## config.mk

```make
export PLATFORM = sky130hd
export DESIGN_NAME = delay_ctrl_multi_flat
export DESIGN_NICKNAME = d
export VERILOG_FILES = /design/src/rtl/delay_ctrl_pkg.sv /design/src/rtl/delay_ctrl_multi_if.sv /design/src/rtl/delay_ctrl_chan.sv /design/src/rtl/delay_ctrl_multi.sv /design/src/flat_wrapper.sv
export SDC_FILE = /design/constraint.sdc
export NUM_CORES = 1
export LEC_CHECK = 0
export ABC_AREA = 0
export ABC_CLOCK_PERIOD_IN_PS = 4600
export CORE_ASPECT_RATIO = 1.75
export CORE_UTILIZATION = 45
export CTS_BUF_LIST = sky130_fd_sc_hd__clkbuf_16
export DETAILED_ROUTE_END_ITERATION = 10
export MAX_ROUTING_LAYER = met4
export PLACE_DENSITY_LB_ADDON = 0.2
export SLEW_MARGIN = 0
export SYNTH_ARGS = -nofsm -noshare
export SYNTH_HDL_FRONTEND = slang
export SYNTH_SLANG_ARGS = --single-unit
```

## constraint.sdc

```tcl
create_clock -name clk -period 4.6 [get_ports clk]
set_input_delay 1.38 -clock clk [delete_from_list [all_inputs] [get_ports clk]]
set_output_delay 1.38 -clock clk [all_outputs]
set_load 0.1 [all_outputs]
```

## src/rtl/delay_ctrl_pkg.sv

```systemverilog
// Shared register-map offsets and value helpers for the multi-channel delay controller.
package delay_ctrl_pkg;

  localparam int unsigned DELAY_BASE = 0;

  function automatic int unsigned delay_ofs(input int unsigned ch);
    return DELAY_BASE + ch;
  endfunction

  function automatic int unsigned ctrl_ofs(input int unsigned nch);
    return nch;
  endfunction

  function automatic int unsigned status_ofs(input int unsigned nch);
    return nch + 1;
  endfunction

  // Counter must hold the value REPEAT_CYC itself.
  function automatic int unsigned cnt_width(input int unsigned repeat_cyc);
    return $clog2(repeat_cyc + 1);
  endfunction

  function automatic logic [31:0] clamp_dly(input logic [31:0] v,
                                            input logic [31:0] lo,
                                            input logic [31:0] hi);
    if (v < lo) return lo;
    if (v > hi) return hi;
    return v;
  endfunction

  function automatic logic out_of_range(input logic [31:0] v,
                                        input logic [31:0] lo,
                                        input logic [31:0] hi);
    return (v < lo) || (v > hi);
  endfunction

endpackage

```

## src/rtl/delay_ctrl_multi_if.sv

```systemverilog
// Avalon-MM slave bus bundle for the delay controller register file.
interface delay_ctrl_multi_if #(
  parameter int AW = 3
);
  logic [AW-1:0] address;
  logic          chipselect;
  logic          read;
  logic          write;
  logic [31:0]   writedata;
  logic [31:0]   readdata;

  modport master (output address, chipselect, read, write, writedata, input readdata);
  modport slave  (input address, chipselect, read, write, writedata, output readdata);
endinterface

```

## src/rtl/delay_ctrl_chan.sv

```systemverilog
// One delay channel: button edge detect, hold-to-repeat, saturation and bus load.
module delay_ctrl_chan
  import delay_ctrl_pkg::*;
#(
  parameter int DW         = 4,
  parameter int MIN_DLY    = 1,
  parameter int MAX_DLY    = 15,
  parameter int RST_DLY    = 8,
  parameter int REPEAT_CYC = 1000000
) (
  input  logic          clk,
  input  logic          reset,
  input  logic          faster,
  input  logic          slower,
  input  logic          lock,
  input  logic          wr_en,
  input  logic [DW-1:0] wr_val,
  input  logic          wr_oor,
  output logic [DW-1:0] dly,
  output logic          limit_evt
);
  localparam int            CW      = cnt_width(REPEAT_CYC);
  localparam logic [CW-1:0] CNT_TOP = CW'(REPEAT_CYC);
  localparam logic [DW-1:0] LO      = DW'(MIN_DLY);
  localparam logic [DW-1:0] HI      = DW'(MAX_DLY);
  localparam logic [DW-1:0] INIT    = DW'(RST_DLY);

  logic          faster_q, slower_q;
  logic [CW-1:0] cnt;
  logic          held, edge_det, rpt, step, blocked;

  always_comb begin
    held      = (faster ^ slower) & ~lock;
    edge_det  = held & (faster ? ~faster_q : ~slower_q);
    rpt       = held & (cnt == CNT_TOP);
    step      = edge_det | rpt;
    blocked   = faster ? (dly <= LO) : (dly >= HI);
    limit_evt = wr_en ? wr_oor : (step & blocked);
  end

  // The counter only arms on a real edge, so a button already held when the
  // channel is unlocked never starts repeating by itself.
  always_ff @(posedge clk) begin
    if (reset) begin
      faster_q <= 1'b0;
      slower_q <= 1'b0;
      cnt      <= '0;
      dly      <= INIT;
    end else begin
      faster_q <= faster;
      slower_q <= slower;
      if (!held)                cnt <= '0;
      else if (edge_det || rpt) cnt <= CW'(1);
      else if (cnt != '0)       cnt <= cnt + 1'b1;

      if (wr_en)                  dly <= wr_val;
      else if (step && !blocked)  dly <= faster ? dly - 1'b1 : dly + 1'b1;
    end
  end

endmodule

```

## src/rtl/delay_ctrl_multi.sv

```systemverilog
// Multi-channel delay controller: per-channel stepping plus bus-visible delay, lock and status registers.
module delay_ctrl_multi
  import delay_ctrl_pkg::*;
#(
  parameter int NCH        = 4,
  parameter int DW         = 4,
  parameter int MIN_DLY    = 1,
  parameter int MAX_DLY    = 15,
  parameter int RST_DLY    = 8,
  parameter int REPEAT_CYC = 1000000,
  parameter int AW         = $clog2(NCH + 2)
) (
  input  logic                clk,
  input  logic                reset,
  input  logic [NCH-1:0]      faster,
  input  logic [NCH-1:0]      slower,
  output logic [NCH*DW-1:0]   delay,
  delay_ctrl_multi_if.slave   bus
);
  localparam logic [31:0] CTRL_A   = 32'(ctrl_ofs(NCH));
  localparam logic [31:0] STATUS_A = 32'(status_ofs(NCH));

  logic [AW-1:0]  addr;
  logic [31:0]    addr_w;
  logic           wr_sel, rd_sel, wr_oor;
  logic [DW-1:0]  wr_val;
  logic [DW-1:0]  dly [NCH];
  logic [NCH-1:0] lock, status, limit_evt, status_clr, dly_wr;
  logic [31:0]    rd_mux;

  assign addr   = bus.address;
  assign addr_w = 32'(addr);
  assign wr_sel = bus.chipselect & bus.write;
  assign rd_sel = bus.chipselect & bus.read;
  assign wr_val = DW'(clamp_dly(bus.writedata, 32'(MIN_DLY), 32'(MAX_DLY)));
  assign wr_oor = out_of_range(bus.writedata, 32'(MIN_DLY), 32'(MAX_DLY));

  for (genvar i = 0; i < NCH; i++) begin : g_chan
    assign dly_wr[i] = wr_sel && (addr_w == 32'(delay_ofs(i)));

    delay_ctrl_chan #(
      .DW(DW), .MIN_DLY(MIN_DLY), .MAX_DLY(MAX_DLY),
      .RST_DLY(RST_DLY), .REPEAT_CYC(REPEAT_CYC)
    ) u_chan (
      .clk(clk), .reset(reset),
      .faster(faster[i]), .slower(slower[i]), .lock(lock[i]),
      .wr_en(dly_wr[i]), .wr_val(wr_val), .wr_oor(wr_oor),
      .dly(dly[i]), .limit_evt(limit_evt[i])
    );

    assign delay[i*DW +: DW] = dly[i];
  end

  assign status_clr = (wr_sel && addr_w == STATUS_A) ? bus.writedata[NCH-1:0] : '0;

  always_comb begin
    rd_mux = '0;
    for (int i = 0; i < NCH; i++)
      if (addr_w == 32'(delay_ofs(i))) rd_mux = 32'(dly[i]);
    if (addr_w == CTRL_A)   rd_mux = 32'(lock);
    if (addr_w == STATUS_A) rd_mux = 32'(status);
  end

  // New limit events are OR-ed in after the clear so they win over a W1C.
  always_ff @(posedge clk) begin
    if (reset) begin
      lock         <= '0;
      status       <= '0;
      bus.readdata <= '0;
    end else begin
      if (wr_sel && addr_w == CTRL_A) lock <= bus.writedata[NCH-1:0];
      status <= (status & ~status_clr) | limit_evt;
      if (rd_sel) bus.readdata <= rd_mux;
    end
  end

endmodule

```

## src/flat_wrapper.sv

```systemverilog
// flat-port wrapper written by rule: the top's interface ports become plain ports
module delay_ctrl_multi_flat import delay_ctrl_pkg::*;
#(
  parameter int NCH        = 4,
  parameter int DW         = 4,
  parameter int MIN_DLY    = 1,
  parameter int MAX_DLY    = 15,
  parameter int RST_DLY    = 8,
  parameter int REPEAT_CYC = 1000000,
  parameter int AW         = $clog2(NCH + 2)
)
  (clk, reset, faster, slower, delay, bus_address, bus_chipselect, bus_read, bus_write, bus_writedata, bus_readdata);
  delay_ctrl_multi_if #(.AW(AW)) bus_i ();
  input  logic clk;
  input  logic reset;
  input  logic [NCH-1:0] faster;
  input  logic [NCH-1:0] slower;
  output logic [NCH*DW-1:0] delay;
  input wire logic [$bits(bus_i.address)-1:0] bus_address;
  input wire logic [$bits(bus_i.chipselect)-1:0] bus_chipselect;
  input wire logic [$bits(bus_i.read)-1:0] bus_read;
  input wire logic [$bits(bus_i.write)-1:0] bus_write;
  input wire logic [$bits(bus_i.writedata)-1:0] bus_writedata;
  output wire logic [$bits(bus_i.readdata)-1:0] bus_readdata;
  assign bus_i.address = bus_address;
  assign bus_i.chipselect = bus_chipselect;
  assign bus_i.read = bus_read;
  assign bus_i.write = bus_write;
  assign bus_i.writedata = bus_writedata;
  assign bus_readdata = bus_i.readdata;
  delay_ctrl_multi #(.NCH(NCH), .DW(DW), .MIN_DLY(MIN_DLY), .MAX_DLY(MAX_DLY), .RST_DLY(RST_DLY), .REPEAT_CYC(REPEAT_CYC), .AW(AW)) u_core (.clk(clk), .reset(reset), .faster(faster), .slower(slower), .delay(delay), .bus(bus_i));
endmodule
```

# [After elaboration in Yosys (flattened, before gate mapping)]
# Cells that the tools add are included.
[totals] register_bits=144 latchBits=0 ram_bits=0 rom_bits=0 output_inout_bits=48 elab_cells=185 memories=0
[classes] addsub=12 n_mul=0 n_div=0 magnitude_cmp=10 eq_ne=9 shift=0 mux=46 n_bitwise=45 n_reduce_logical=40
[ops] op="4-bit two-way mux" count=23
[ops] op="20-bit by 1-bit adder with 20-bit output (second input constant)" count=4
[ops] op="20-bit == test (second input constant)" count=4
[ops] op="20-bit nonzero test" count=4
[ops] op="32-bit by 4-bit > comparator with 1-bit output (second input constant)" count=1
[ops] op="32-bit zero test" count=1
[ops] op="32-bit by 1-bit less-than comparator with 1-bit output (second input constant)" count=1
[ops] op="1-bit two-way mux" count=23
[ops] op="1-bit bitwise AND" count=18
[ops] op="4-bit by 1-bit adder with 4-bit output (second input constant)" count=4
[ops] op="4-bit >= comparator (second input constant)" count=4
[ops] op="4-bit by 1-bit less-or-equal comparator with 1-bit output (second input constant)" count=4
[ops] op="1-bit inverter" count=16
[ops] op="2-bit nonzero test" count=8
[ops] op="4-bit by 1-bit subtractor with 4-bit output (second input constant)" count=4
[ops] op="3-bit OR reduction" count=4
[ops] op="1-bit logical AND" count=10
[ops] op="2-bit OR reduction" count=4
[ops] op="3-bit by 2-bit == test with 1-bit output (second input constant)" count=2
[ops] op="3-bit == test (second input constant)" count=2
[ops] op="1-bit logical OR" count=5
[ops] op="4-bit bitwise AND" count=1
[ops] op="1-bit zero test" count=4
[ops] op="4-bit inverter" count=1
[ops] op="other kinds (4)" count=10

# [Logic depth before layout (Yosys ltp)]
[logic_depth] ltp_word=7 mapped_depth=8 mapped_depth_nobuf=8

# [Hierarchy]
# A second synthesis with hierarchy kept.
[hier_totals] cells_unflattened=801 area_unflattened_um2=6887.9
[modules_own_cells] module="delay_ctrl_chan" instances=4 cells_each=167 area_per_inst_um2=1456.4
[modules_own_cells] module="delay_ctrl_multi" instances=1 cells_each=133 area_per_inst_um2=1062.3

# [Worst setup path after synthesis]
# OpenSTA, ideal clock, no wires.
[synth_path] kind="input to register" from="input bus_writedata[28]" to="register u_core.g_chan[3].u_chan.dly[0]" setup_time_ps=136 arrival_time_ps=2541 t_required_ps=4464 slack_ps=1923 cell_stages=6 n_path_buf=0 cell_sequence="nor4_1 and4_1 nand4_1 a311o_1 nor2_1 a211oi_2"
[synth_via] elab_chain_len=6 elab_cells_between_ends=9
[synth_rtl] element="start: declaration" line="flat_wrapper.sv:23" rtl="input wire logic [$bits(bus_i.writedata)-1:0] bus_writedata;"
[synth_rtl] element="32-bit by 4-bit > comparator with 1-bit output" line="delay_ctrl_pkg.sv:27" rtl="if (v > hi) return hi;"
[synth_rtl] element="1-bit two-way mux (2 in series)" line="delay_ctrl_pkg.sv:27"
[synth_rtl] element="4-bit two-way mux" line="delay_ctrl_pkg.sv:28" rtl="return v;"
[synth_rtl] element="4-bit two-way mux (*)" line="delay_ctrl_pkg.sv:27"
[synth_rtl] element="4-bit two-way mux (*)" line="delay_ctrl_chan.sv:56" rtl="if (wr_en) dly <= wr_val;"
[synth_rtl] element="end signal: assignment" line="delay_ctrl_chan.sv:56"
[synth_rtl] element="end signal: assignment" line="delay_ctrl_chan.sv:57" rtl="else if (step && !blocked) dly <= faster ? dly - 1'b1 : dly + 1'b1;"
[synth_rtl] element="end: declaration" line="delay_ctrl_chan.sv:19" rtl="output logic [DW-1:0] dly,"
# Every way passes the cells marked *; elsewhere a longest branch is shown, timed or not. The select of a mux whose other input is x is not followed.
# A chain may end at the register's enable or synchronous reset.

# [Worst setup path after layout]
[layout_path] from="register u_core.g_chan[3].u_chan.dly[0]" to="output delay[12]"
[layout_rtl] element="end: declaration" line="flat_wrapper.sv:18" rtl="output logic [NCH*DW-1:0] delay;"
# No word-level cell between the ends.

==> metrics.md <==
| Metric | Value |
|---|---|
| Initial antenna violation count | 0 |
| Most common cell after layout, fill and taps aside | nor2_1 |
| Slew headroom | 0.3364 |
| Worst hold-check path type | flip-flop to flip-flop |
| Post-Syn Area | 0.006539 mm^2 |
| Post-synth EDFFs | 0 |
| Num CTS Buffers | 17 |
| Buf+Inv Stages, Crit Path | 1 |
| Residual DRC | 0 |
| DP HPWL | 11,440 um |
| Delay-heaviest family, CP | buffers and inverters |
| Average cell area after synthesis | 8.570 um^2 |
| Ys async rst share | 0 |
| Share of cells above drive strength 1 | 0.07957 |
| DIE HEIGHT | 161.5 um |
| Area grow syn2layout | 18.96% |
| Max VDD drop | 0.0002230 V |
| WS Path Type | flip-flop to output port |
| Warnings, synthesis | 0 |
| CTS tree | yes |
| Filler instances | 1,284 |
| Total power draw | 2.955 mW |
| # hold bufs at CTS | 0 |
| Setup tns final | 0 ns |
| Routed wire per std cell | 14.92 um |
| Slowest stage delay, CP | 1.22 ns |
| First-pass GRT wire length | 25,880 um |
| Post_cts resized | 0 |
| Tot GR Track Use | 0.2208 |
| 1st-iter DRT viols | 174 |
| Most frequent cells in the layout | nor2_1, dfxtp_1, clkdlybuf4s50_1 |
| Die Span X | 93.12 um |
| Startpoint Class | flip-flop |
| Largest net degree at the start of global routing | 19 |
| Initial Util | 0.4654 |
| Netlist cell types | 67 |
| Post-DR vias/cell | 5.412 |
| Die area | 0.01504 mm^2 |
| Fin Hold WS | 0.4820 ns |
| Post-CTS Setup Bufs | 0 |
| H-tree levels | 4 |
| Fin crit period | 3.526 ns |
| Synth Instances | 763 |
| Seq/Total Area, Yosys | 0.3551 |
| # nets final | 897 |
| Worst Skew | 0.009943 ns |
| Routed wire length | 15,210 um |
| Fmax | 283.6 MHz |
| Clk buf depth | 2 |
| Critical path peak fanout | 8 |
| Power per Cell Area | 379.9 mW/mm^2 |
| Critical-path cell list | clkdlybuf4s50_1 |
| Final Max Tran Viols | 0 |
| Clock Root Buffer | clkbuf_16 |
| Status | finished clean |
| N_diodes | 0 |
| Vias in the first global route | 5,658 |
| # clock sinks | 116 |
| Core Area | 0.01405 mm^2 |
| Drt first pass iters | 4 |
| Synth Flop Type | dfxtp_1 |
| Leakage | 2.669 nW |
| Via Count | 5,515 |
| Final setup viols | 0 |
| Critical Path AT | 2.15 ns |
| Clock-pin slew of the registers on the worst-case setup and hold paths | 0.05 ns |
| Register bit count reported by yosys | 116 |
| Port bufs | 67 |
| Slew @ Worst Pin | 0.9923 ns |
| Clk_lat worst skew | 0.41 ns |
| CP endpoint kind | output port |
| RD Place Congestion | 0.8564 |
| ANT nets after route | 0 |
| Crit path max-delay cell type | clkdlybuf4s50_1 |
| Final Hold Fails | 0 |
| Fin crit share | 0.7666 |
| Max-cap violations | 0 |
| Row count | 57 |
| Final global-route overflow total | 0 |
| Unrepaired setup endpoints after global routing | no |
| Io pins | 96 |
| Worst Path Required | 3.22 ns |
[logic make-up after synthesis]
group | Yosys count | synth area share
simple gates | 365 | 0.2995
flops | 116 | 0.3551
xor+xnor | 87 | 0.1165
compound gates | 78 | 0.08573
buf+inv | 74 | 0.06276
mux | 22 | 0.04152
fa+ha+maj | 20 | 0.03827
other cells | 1 | 0.0005735
[path summary, 6_finish.rpt]
check | startpoint | to | slack, ns | cells after the start
min reg2reg | u_core.status[2]$_SDFF_PP0_ | u_core.status[2]$_SDFF_PP0_ | 0.48 | 2
min | u_core.status[2]$_SDFF_PP0_ | u_core.status[2]$_SDFF_PP0_ | 0.48 | 2
max reg2reg | u_core.g_chan[1].u_chan.cnt[0]$_SDFFE_PP0P_ | u_core.g_chan[1].u_chan.cnt[18]$_SDFFE_PP0P_ | 2.52 | 8
max | u_core.g_chan[3].u_chan.dly[0]$_SDFFE_PP0P_ | delay[12] | 1.07 | 1
[metal layers]
layer  GRT usage  wire length [um]  up-vias
li1            -                 -     2746
met1      0.2231              5938     2613
met2      0.3894              8214      110
met3     0.04755               502       46
met4      0.1196               549        0
met5           -                 0        -
[power by group]
| part | internal, mW | total [mW] | switching [mW] |
|---|---|---|---|
| Sequential | 1.04 | 1.10 | 0.0566 |
| Combinational | 0.198 | 0.628 | 0.429 |
| Clock | 0.778 | 1.23 | 0.454 |
[cell type report]
| class | count | area, um^2 | share of cell area |
|---|---|---|---|
| Multi-Input combinational cell | 600 | 3908 | 0.5023 |
| Sequential cell | 116 | 2322 | 0.2985 |
| Timing Repair Buffer | 69 | 685.7 | 0.08815 |
| Clock buffer | 17 | 425.4 | 0.05469 |
| Tap cell | 177 | 221.5 | 0.02847 |
| Clock inverter | 15 | 122.6 | 0.01576 |
| Inverter | 25 | 93.84 | 0.01206 |
[metrics by stage]
step	util	setup slack (ns)	instances	cell area [um^2]
6_report	0.5537	1.074	1019	7779
5_1_grt	0.5537	1.007	1019	7779
4_1_cts	0.5537	1.055	1019	7779
3_5_place_dp	0.5147	1.105	987	7231
3_3_place_gp	0.5147	1.124	987	7231
2_1_floorplan	-	1.923	790	6640
[flip-flops by register name, indices dropped and copies added (netlist names)]
name,count
u_core.g_chan.u_chan.faster_q,4
u_core.g_chan.u_chan.dly,16
u_core.status,4
u_core.bus.readdata,4
u_core.lock,4
u_core.g_chan.u_chan.slower_q,4
u_core.g_chan.u_chan.cnt,80
[Yosys cell counts (4+ instances only)]
cell type / count / area share
a211oi_1: 8 / 0.0092
a211oi_2: 4 / 0.0077
a21oi_1: 20 / 0.015
and3_1: 8 / 0.0077
and4_1: 5 / 0.0067
buf_2: 6 / 0.0046
buf_4: 29 / 0.033
clkbuf_1: 10 / 0.0057
dfxtp_1: 116 / 0.36
ha_1: 20 / 0.038
inv_1: 25 / 0.014
mux2i_1: 17 / 0.026
mux4_2: 4 / 0.014
nand2_1: 48 / 0.028
nand2b_1: 11 / 0.011
nand3_1: 50 / 0.038
nand3b_1: 5 / 0.0057
nand4_1: 15 / 0.014
nand4b_1: 8 / 0.011
nor2_1: 129 / 0.074
nor2b_1: 11 / 0.011
nor3_1: 17 / 0.013
nor4_1: 24 / 0.023
nor4_2: 4 / 0.0077
o21ai_0: 12 / 0.0092
o22ai_1: 5 / 0.0048
o31a_1: 4 / 0.0054
o31ai_1: 4 / 0.0046
or3_1: 5 / 0.0048
xnor2_1: 42 / 0.056
xor2_1: 45 / 0.060
No activity file was read; power rests on OpenSTA's default activity.
